--- src/rtl/seq_magnitude_comparator.sv ---
// ---------------------------------------------------------------------------
// seq_magnitude_comparator
//
// Compares two WIDTH-bit operands CHUNK bits per clock, starting at the most
// significant chunk. It stops at the first chunk that differs, so the
// latency depends on the data. Operands can be unsigned or two's-complement.
//
// Ports
//   clk         : clock. All state changes on the rising edge.
//   rst_n       : asynchronous reset, active low.
//   start       : request a comparison. It is only accepted in IDLE.
//   signed_mode : 1 = two's-complement operands, 0 = unsigned.
//   x, y        : operands A and B. They are sampled on the accepting edge.
//   busy        : high while the FSM is not in IDLE.
//   done        : one-cycle pulse when the result becomes valid.
//   igual       : x == y
//   menor       : x <  y
//   maior       : x >  y
//   The result flags stay valid until the next accepted start.
// ---------------------------------------------------------------------------
module seq_magnitude_comparator #(
   parameter int WIDTH = 16,
   parameter int CHUNK = 4
) (
   input  logic             clk,
   input  logic             rst_n,
   input  logic             start,
   input  logic             signed_mode,
   input  logic [WIDTH-1:0] x,
   input  logic [WIDTH-1:0] y,
   output logic             busy,
   output logic             done,
   output logic             igual,
   output logic             menor,
   output logic             maior
);

   localparam int N     = WIDTH / CHUNK;
   localparam int IDX_W = (N > 1) ? $clog2(N) : 1;

   localparam logic [1:0] S_IDLE    = 2'd0;
   localparam logic [1:0] S_COMPARE = 2'd1;
   localparam logic [1:0] S_DONE    = 2'd2;

   generate
      if ((WIDTH % CHUNK) != 0 || CHUNK < 1) begin : g_bad_params
         $error("WIDTH must be a positive integer multiple of CHUNK");
      end
   endgenerate

   logic [1:0]       r_state;
   logic [IDX_W-1:0] r_idx;
   logic [WIDTH-1:0] r_x;
   logic [WIDTH-1:0] r_y;
   logic             r_signed;
   logic             r_igual;
   logic             r_menor;
   logic             r_maior;

   logic [WIDTH-1:0] w_msb_flip;
   logic [WIDTH-1:0] w_a;
   logic [WIDTH-1:0] w_b;
   logic [31:0]      w_shamt;
   logic [WIDTH-1:0] w_a_sh;
   logic [WIDTH-1:0] w_b_sh;
   logic [CHUNK-1:0] w_a_chunk;
   logic [CHUNK-1:0] w_b_chunk;
   logic             w_last;

   // Inverting the sign bit of both operands maps two's-complement order
   // onto unsigned order. The sign bit exists only in the top chunk, so
   // every lower chunk still compares as plain unsigned.
   assign w_msb_flip = {r_signed, {(WIDTH-1){1'b0}}};
   assign w_a        = r_x ^ w_msb_flip;
   assign w_b        = r_y ^ w_msb_flip;

   // Shift the current chunk down to bit 0 instead of using a variable
   // part-select.
   assign w_shamt    = 32'(r_idx) * 32'(CHUNK);
   assign w_a_sh     = w_a >> w_shamt;
   assign w_b_sh     = w_b >> w_shamt;
   assign w_a_chunk  = w_a_sh[CHUNK-1:0];
   assign w_b_chunk  = w_b_sh[CHUNK-1:0];
   assign w_last     = (r_idx == '0);

   always_ff @(posedge clk or negedge rst_n) begin
      if (!rst_n) begin
         r_state  <= S_IDLE;
         r_idx    <= '0;
         r_x      <= '0;
         r_y      <= '0;
         r_signed <= 1'b0;
         r_igual  <= 1'b0;
         r_menor  <= 1'b0;
         r_maior  <= 1'b0;
      end else begin
         case (r_state)
            S_IDLE: begin
               if (start) begin
                  r_x      <= x;
                  r_y      <= y;
                  r_signed <= signed_mode;
                  r_idx    <= IDX_W'(N - 1);
                  r_igual  <= 1'b0;
                  r_menor  <= 1'b0;
                  r_maior  <= 1'b0;
                  r_state  <= S_COMPARE;
               end
            end
            S_COMPARE: begin
               if (w_a_chunk > w_b_chunk) begin
                  r_maior <= 1'b1;
                  r_state <= S_DONE;
               end else if (w_a_chunk < w_b_chunk) begin
                  r_menor <= 1'b1;
                  r_state <= S_DONE;
               end else if (w_last) begin
                  r_igual <= 1'b1;
                  r_state <= S_DONE;
               end else begin
                  r_idx   <= r_idx - 1'b1;
               end
            end
            S_DONE: begin
               r_state <= S_IDLE;
            end
            default: begin
               r_state <= S_IDLE;
            end
         endcase
      end
   end

   assign busy  = (r_state != S_IDLE);
   assign done  = (r_state == S_DONE);
   assign igual = r_igual;
   assign menor = r_menor;
   assign maior = r_maior;

endmodule

--- config.mk ---
export PLATFORM = sky130hd
export DESIGN_NAME = seq_magnitude_comparator
export DESIGN_NICKNAME = d
export VERILOG_FILES = /design/src/rtl/seq_magnitude_comparator.sv
export SDC_FILE = /design/constraint.sdc
export NUM_CORES = 1
export LEC_CHECK = 0
export ABC_AREA = 1
export BUFFER_PORTS_ARGS = -buffer_cell sky130_fd_sc_hd__buf_2
export CORE_UTILIZATION = 40
export DETAILED_ROUTE_END_ITERATION = 12
export REMOVE_ABC_BUFFERS = 1
export SETUP_SLACK_MARGIN = 0.3
export SYNTH_ARGS = -nofsm -noshare
export SYNTH_HDL_FRONTEND = slang
export SYNTH_SLANG_ARGS = --single-unit
--- constraint.sdc ---
create_clock -name clk -period 2.2 [get_ports clk]
set_input_delay 0.22 -clock clk [delete_from_list [all_inputs] [get_ports clk]]
set_output_delay 0.22 -clock clk [all_outputs]
set_load 0.005 [all_outputs]
### Word-level counts from Yosys, hierarchy flattened

Cells that the tools add are included.

| storage, ports and cells | value |
|---|---|
| flip-flop bits (word level) | 40 |
| input port bits | 36 |
| logic and storage cells | 55 |

| operators by class | value |
|---|---|
| add/subtract/negate cells | 1 |
| order comparisons | 2 |
| eq/ne operators | 10 |
| shift operators | 2 |
| muxes and demuxes | 20 |
| bitwise logic cells | 2 |
| reduce and logical (&&, ||, !) cells | 10 |

Operators by type and width:

| kind | count |
|---|---|
| $shr A16 B4 Y4 | 2 |
| $xor A16 B16 Y16 | 2 |
| $mux W2 | 8 |
| $ne A2 B2 Y1 const B | 7 |
| $reduce_and A5 Y1 | 2 |
| $pmux W2 S2 | 2 |
| $mux W1 | 7 |
| $pmux W1 S2 | 3 |
| $gt A4 B4 Y1 | 1 |
| $logic_not A2 Y1 | 2 |
| $lt A4 B4 Y1 | 1 |
| $ne A4 B4 Y1 const B | 1 |
| $reduce_and A2 Y1 | 2 |
| $reduce_and A4 Y1 | 1 |
| $reduce_bool A2 Y1 | 2 |
| $reduce_and A3 Y1 | 1 |
| $eq A2 B1 Y1 const B | 1 |
| $eq A2 B2 Y1 const B | 1 |
| $sub A2 B1 Y2 const B | 1 |

### Logic depth before layout (Yosys ltp)

Gate-level depths: netlist of run 1.

| logic depth | value |
|---|---|
| depth after elaboration | 6 |
| depth in mapped cells | 15 |
| gate-level depth less buffers | 13 |

### Least setup slack after synthesis of run 1

OpenSTA, ideal clock, no wires.

| timing | value |
|---|---|
| path kind | flip-flop to flip-flop |
| start point | register r_idx[0] |
| end point | register r_idx[1] |
| arrival | 1757 ps |
| data required time | 2084 ps |
| path slack | 327 ps |
| stages on the path, launching flop included | 15 |
| path buffers | 2 |
| path through | dfrtp_1 buf_4 inv_2 buf_6 nand2_1 a22oi_1 ha_1 nand2_1 inv_1 nand2_1 nand2_1 nand3_1 nand2_2 nand2_1 nand2_1 |

| on the way | value |
|---|---|
| cells in the longest elaborated chain, start to end | 5 |

RTL lines:

| what | RTL line | RTL |
|---|---|---|
| from (decl) | 52 | `logic [IDX_W-1:0] r_idx;` |
| from (signal assigned) | 103 | `r_idx <= IDX_W'(N - 1);` |
| from (signal assigned) | 121 | `r_idx <= r_idx - 1'b1;` |
| branches (longest 5 deep; another with $lt A4 B4 Y1) | - |  |

Several ways; the timed one is not identified. The select of a mux whose other input is x is not followed.
A chain may end at the register's enable or synchronous reset.

### Final worst setup path of run 1

| timing | value |
|---|---|
| start point | register r_idx[0] |
| end point | register r_idx[0] |

Same word-level chain as after synthesis.

==> impl_metrics.env, run 1 <==
export IMPL_synth_top_area_cell="dfrtp_1"
export IMPL_drc=2
export IMPL_cts_hold_buf=0
export IMPL_grt_max_degree=41
export IMPL_core_area_mm2=0.00469
export IMPL_worstMarginPinSlew_ns=0.868
export IMPL_grt_pass1_vias=1627
export IMPL_ys_types=21
export IMPL_grt_first_pass_wirelength_um=7150
export IMPL_overflow=0
export IMPL_switching_power_mw=1.76
export IMPL_ys_top_cells_by_area="dfrtp_1, nand2_1, buf_6, ha_1, o21ai_0"
export IMPL_post_route_util_pct=50.6
export IMPL_period_share_pct=87.7
export IMPL_die_y_um=71.8
export IMPL_status="complete, but fails checks"
export IMPL_max_stage_delay_ns=0.46
export IMPL_path_clk_slew_ns=0.07
export IMPL_worstPathMaxFanout=7
export IMPL_cts_max_path_buffers=2
export IMPL_required_ns=2.42
export IMPL_avgSynthCellArea_um2=8.09
export IMPL_ir_drop_uv=658
export IMPL_slew_violations=0
export IMPL_fillerInstances=487
export IMPL_rows=25
export IMPL_rsz0062_at_grt="true"
export IMPL_wire_per_inst_um=12.2
export IMPL_crit_path_end_kind="register"
export IMPL_dr_total_vias=1656
export IMPL_worst_path_max_delay_cell="dfrtp_2"
export IMPL_die_w_um=71.8
export IMPL_antenna_found_initial=0
export IMPL_ys_seq_area_share_pct=51.3
export IMPL_cts_tree="done"
export IMPL_fmax_mhz=519
export IMPL_synthArstFlopShare_pct=100
export IMPL_areaGrowthSynthToFinish_pct=21.8
export IMPL_hp_class="in2async"
export IMPL_maxCapViolCount=0
export IMPL_cts_made_buffers=5
export IMPL_hold_viol=0
export IMPL_start_util_pct=41.5
export IMPL_cts_sinks=40
export IMPL_p_per_area_mw_per_mm2=1650
export IMPL_violations="design-rule violations"
export IMPL_viasPerCell=4.84
export IMPL_swShare_pct=44.8
export IMPL_h_tree_depth=2
export IMPL_port_buffers=40
export IMPL_total_power_mw=3.92
export IMPL_n_antenna_cell=0
export IMPL_placed_cells=329
export IMPL_gr_usage_all_layers_pct=17.8
export IMPL_worstPathCellList="clkinv_4 > buf_6 > nand2_1 > a32o_1 > ha_1 > nand2_2 > nor3_4 > nand3_4 > nand2_4 > nand2_2 > nand2_1"
export IMPL_finalSetupViolations=0
export IMPL_cts_root_buffer_cell="clkbuf_8"
export IMPL_drt_initial_drc_count=125
export IMPL_critical_path_class="reg2reg"
export IMPL_intPower_mw=2.16
export IMPL_synth_top_cell_area_share_pct=51.3
export IMPL_io_pins=41
export IMPL_final_cells=342
export IMPL_syn_area_mm2=0.00195
export IMPL_synth_edf_count=0
export IMPL_pwr_share_clk_pct=11.5
export IMPL_ys_ff_latch=40
export IMPL_crit_arrival_ns=2.15
export IMPL_setup_tns_final_ns=0
export IMPL_p_leak_nw=1.27
export IMPL_drive_gt1_share_pct=28.1
export IMPL_synth_warnings=0
export IMPL_die_area_mm2=0.00516
export IMPL_syn_inst=241
export IMPL_period_minus_slack_ns=1.93
export IMPL_gp_congestion=0.786
export IMPL_hpwl_um=2760
export IMPL_synth_ff_type="dfrtp_1"
export IMPL_slew_headroom_pct=42.1
export IMPL_clock_latency_ns=0.28
export IMPL_power_frac_comb_pct=54.4
export IMPL_hold_slack_ns=0.0493
export IMPL_drt_wl_total_um=4190
export IMPL_seq_power_share_pct=34.2
export IMPL_dr_pass1_iters=8
export IMPL_clock_skew_ns=0.00365
export IMPL_startpoint_type="register"
export IMPL_layout_nets=329
export IMPL_ant_nets=0
worst max-delay path: cells and delay by family, from the launching register on:
| family | cells | cell delay [ns] |
|---|---|---|
| AO/OA/AOI/OAI | 1 | 0.22 |
| adder cells (fa/ha/maj) | 1 | 0.30 |
| buffers and inverters | 2 | 0.22 |
| flip-flops | 1 | 0.46 |
| AND/OR/NAND/NOR | 7 | 0.66 |
layout make-up:
| type | instances | area (um^2) | area share [%] |
|---|---|---|---|
| timing repair inverter | 1 | 7.51 | 0.316 |
| inverter | 10 | 46.3 | 1.95 |
| multi-input combinational | 180 | 888 | 37.4 |
| timing repair buffer | 50 | 283 | 11.9 |
| clock buffer | 6 | 72.6 | 3.06 |
| tap | 54 | 67.6 | 2.85 |
| sequential | 40 | 1000 | 42.3 |
| clock inverter | 1 | 5.00 | 0.211 |
cells by family (layout without fill, tap and decap cells):
kind of cell | after synthesis | count (layout) | share of synthesized area [%]
xor+xnor | 1 | 1 | 0.449
fa+ha+maj | 5 | 5 | 3.21
flops | 40 | 40 | 51.3
simple gates | 147 | 147 | 29.7
buf+inv | 21 | 68 | 7.12
compound gates | 27 | 27 | 8.15
registers in the layout, summed over array words and instances (netlist names):
register  count
r_idx         2
r_signed      1
r_y          16
r_x          16
maior         1
r_state       2
igual         1
menor         1
power groups by stage:
stage / registers (mW) / logic [mW] / clock network [mW]
after floorplan: 1.29 / 1.14 / 0
after global placement: 1.33 / 1.56 / 0
after detailed placement: 1.33 / 1.60 / 0
after CTS: 1.34 / 1.75 / 0.468
after global routing: 1.38 / 2.41 / 0.491
final: 1.34 / 2.13 / 0.449
cell usage in the layout, fill, tap and decap left out:
cell type	count
nand2_1	119
buf_2	40
dfrtp_1	38
nor2_1	11
buf_4	8
o21ai_1	6
inv_1	6
a21oi_1	5
nand2_2	5
ha_1	5
clkbuf_8	5
o21ai_0	4
a32o_1	3
a21oi_2	3
o22ai_1	3
nand2_4	3
nand3_1	3
clkinvlp_4	2
nor2_2	2
inv_2	2
buf_6	2
dfrtp_2	2
clkinv_4	1
a22oi_1	1
xnor2_1	1
nor2_4	1
a21oi_4	1
nand3_2	1
nor3_4	1
nand3_4	1
a21boi_0	1
clkinv_2	1
clkbuf_1	1
metrics by stage:
stage / instance area (um^2) / setup WS, ns
floorplan: 1850 / 0.135
global placement: 2150 / 0.200
detailed placement: 2150 / 0.107
CTS: 2280 / 0.277
global route: 2370 / 0.157
finish: 2370 / 0.272
repair_timing:
action                                  CTS  global route
endpoints found under the setup margin    5             6
resized for setup                        11            23
hold endpoints to repair                  0             0
setup buffers                             2             3
pin swaps                                 0             9
cloned                                    1             0
layer usage:
metal	wire length, um	track usage (%)
met1	2090	23.8
met2	1950	28.5
met3	147	4.64
met4	0	5.66
met5	0	0
worst paths after layout:
kind / slack (ns) / cells after the start / start / end
min in group clk: 0.12 / 3 / y[3] / r_y[3]
max reg2reg: 0.27 / 11 / r_idx[0] / r_idx[0]
max in group asynchronous: 1.55 / 1 / rst_n / r_idx[0]
max: 0.27 / 11 / r_idx[0] / r_idx[0]
min: 0.05 / 1 / rst_n / r_y[5]
min reg2reg: 0.48 / 2 / menor / menor
cell usage after synthesis, types with 2 or more instances:
library cell  instances
nand2_1             125
inv_1                 8
nand2_2               2
buf_6                 7
inv_2                 2
o22ai_1               3
ha_1                  5
buf_2                 3
a32o_1                3
dfrtp_1              40
a21oi_1               9
o21ai_0              10
nor2_1               12
nand3_1               5
Note: power is estimated with default switching activity, not from simulation.
==> run 2: changes to the inputs <==
Settings changed: PLACE_DENSITY_LB_ADDON from default to 0.2.
==> run 2 against run 1 <==
- the flow still finishes with violations (design-rule violations)
- count of clock-buffer cells in the layout stayed put
- flip-flop and latch count stayed put
- cell count is 0.29% lower
- die area stayed put
- design area is 2.8% lower
- sequential power hardly changed
- non-clock buffer count stayed put
- power is 6.5% lower
- via count is 2.4% lower
- first-iteration DRC count is 38% lower
- highest routed layer is now met4
==> impl_metrics.env, run 2 (synthesis results as in run 1) <==
export IMPL_dpl_cell_area_mm2=0.00215
export IMPL_path_clk_slew_ns=0.07
export IMPL_crit_path_end_kind="register"
export IMPL_crit_arrival_ns=2.12
export IMPL_hp_class="in2async"
export IMPL_die_w_um=71.8
export IMPL_wl_met3_um=140
export IMPL_slew_headroom_pct=41.7
export IMPL_clock_latency_ns=0.29
export IMPL_period_share_pct=87.7
export IMPL_viasPerCell=4.74
export IMPL_finalSetupViolations=0
export IMPL_overflow=0
export IMPL_wire_per_inst_um=11.6
export IMPL_worstPathCellList="clkinv_4 > buf_6 > nand2_2 > a32o_1 > ha_1 > nand2_2 > inv_2 > nand2_2 > nand2_2 > nand3_2 > nand2_2 > buf_4"
export IMPL_startpoint_type="register"
export IMPL_setup_tns_final_ns=0
export IMPL_gr_usage_all_layers_pct=16.5
export IMPL_max_stage_delay_ns=0.46
export IMPL_core_area_mm2=0.00469
export IMPL_power_frac_comb_pct=51.0
export IMPL_rows=25
export IMPL_reg2reg_to="r_state[0]"
export IMPL_grt_first_pass_wirelength_um=6710
export IMPL_die_area_mm2=0.00516
export IMPL_cts_made_buffers=5
export IMPL_worstPathMaxFanout=8
export IMPL_drive_gt1_share_pct=25.8
export IMPL_critical_path_class="reg2reg"
export IMPL_intPower_mw=2.10
export IMPL_drt_met1_wl_um=1990
export IMPL_swShare_pct=42.7
export IMPL_drc=1
export IMPL_hold_viol=0
export IMPL_dr_wl_met2_um=1780
export IMPL_antenna_found_initial=0
export IMPL_reg2reg_slack_ns=0.27
export IMPL_required_ns=2.39
export IMPL_maxCapViolCount=0
export IMPL_fmax_mhz=518
export IMPL_violations="design-rule violations"
export IMPL_grt_max_degree=41
export IMPL_layout_common_cells="nand2_1, buf_2, dfrtp_1"
export IMPL_dr_pass1_iters=11
export IMPL_clock_skew_ns=0.00655
export IMPL_stdcell_area_mm2=0.00231
export IMPL_cts_max_path_buffers=2
export IMPL_cp_common_cell="nand2_2"
export IMPL_io_pins=41
export IMPL_areaGrowthSynthToFinish_pct=18.4
export IMPL_layout_nets=328
export IMPL_r2r_start="r_idx[0]"
export IMPL_h_tree_depth=2
export IMPL_p_per_area_mw_per_mm2=1590
export IMPL_drt_wl_total_um=3960
export IMPL_cts_sinks=40
export IMPL_ant_nets=0
export IMPL_cts_root_buffer_cell="clkbuf_8"
export IMPL_gp_congestion=0.931
export IMPL_grt_pass1_vias=1492
export IMPL_status="complete, but fails checks"
export IMPL_crit_path_start="r_idx[0]"
export IMPL_worst_path_max_delay_cell="dfrtp_2"
export IMPL_cts_hold_buf=0
export IMPL_slew_violations=0
export IMPL_worstMarginPinSlew_ns=0.874
export IMPL_rsz0062_at_grt="true"
export IMPL_ir_drop_uv=559
export IMPL_cts_tree="done"
export IMPL_pwr_share_clk_pct=12.3
export IMPL_period_minus_slack_ns=1.93
export IMPL_final_common_cell="nand2_1"
export IMPL_maxUsedRoutingLayer="met4"
export IMPL_reg2reg_depth=12
export IMPL_seq_power_share_pct=36.7
export IMPL_die_y_um=71.8
export IMPL_port_buffers=40
export IMPL_top_regs="r_x x16, r_y x16"
export IMPL_drt_initial_drc_count=77
export IMPL_hpwl_um=2650
export IMPL_n_antenna_cell=0
export IMPL_p_leak_nw=1.27
export IMPL_dr_total_vias=1617
export IMPL_switching_power_mw=1.56
export IMPL_start_util_pct=41.5
[run 2: cell count changes in the layout (fill, tap and decap cells not counted), moves of 2 or more]
| cell | change |
|---|---|
| a21oi_1 | +3 |
| nand2_2 | +2 |
| clkinvlp_4 | -2 |
| a21oi_2 | -2 |
| nand2_4 | -3 |
[run 2: layout make-up]
cell class                      count  area, um^2
Clock buffer                        6        72.6
Tap cell                           54        67.6
Multi-Input combinational cell    180         835
Inverter                           10        45.0
Timing Repair Buffer               50         280
Clock inverter                      1        5.00
Fill cell                         502        2380
Sequential cell                    40        1000
[run 2: worst max-delay path by stage]
stage | endpoint | slack (ns) | depth (start not counted)
2_1_floorplan | r_idx[0] | 0.13 | 13
3_3_place_gp | r_idx[1] | 0.24 | 12
3_5_place_dp | r_idx[1] | 0.19 | 12
4_1_cts | r_idx[0] | 0.30 | 12
5_1_grt | r_idx[0] | 0.16 | 11
6_report | r_state[0] | 0.27 | 12
[run 2: power by group through the flow]
stage | logic [mW] | registers (mW) | clock network (mW)
2_1_floorplan | 1.14 | 1.29 | 0
5_1_grt | 2.15 | 1.38 | 0.490
6_report | 1.87 | 1.34 | 0.451
3_5_place_dp | 1.59 | 1.33 | 0
4_1_cts | 1.63 | 1.33 | 0.468
3_3_place_gp | 1.56 | 1.33 | 0
[run 2: per-stage QoR]
step / instances / utilization [%] / setup WS [ns] / power, mW / hold slack [ns]
6_report: 341 / 49.2 / 0.270 / 3.66 / 0.0494
5_1_grt: 341 / 49.2 / 0.160 / 4.02 / 0.122
4_1_cts: 336 / 47.8 / 0.303 / 3.43 / 0.0862
3_5_place_dp: 328 / 45.7 / 0.185 / 2.91 / 0.404
3_3_place_gp: 328 / 45.7 / 0.236 / 2.89 / 0.398
2_1_floorplan: 230 / - / 0.135 / 2.43 / -0.0756
[run 2: worst max-delay path: cells and delay by family, from the launching register on]
kind	cells	cell delay [ns]
adders and majority gates	1	0.30
and+or+nand+nor	6	0.43
buffers and inverters	4	0.42
AOI/OAI and AO/OA	1	0.21
DFF	1	0.46
[run 2: layer usage]
layer  vias up  track usage, %
met2        27            26.7
met1       734            22.3
met3         5            3.52
met5         -               0
li1        851               -
met4         0            5.23
[run 2: timing repair]
action                                  4_1_cts  5_1_grt
pin swaps                                     0        8
gates cloned                                  1        0
endpoints found under the hold margin         0        0
setup buffers                                 0        5
endpoints found under the setup margin        4        6
gates resized for setup                       7       18
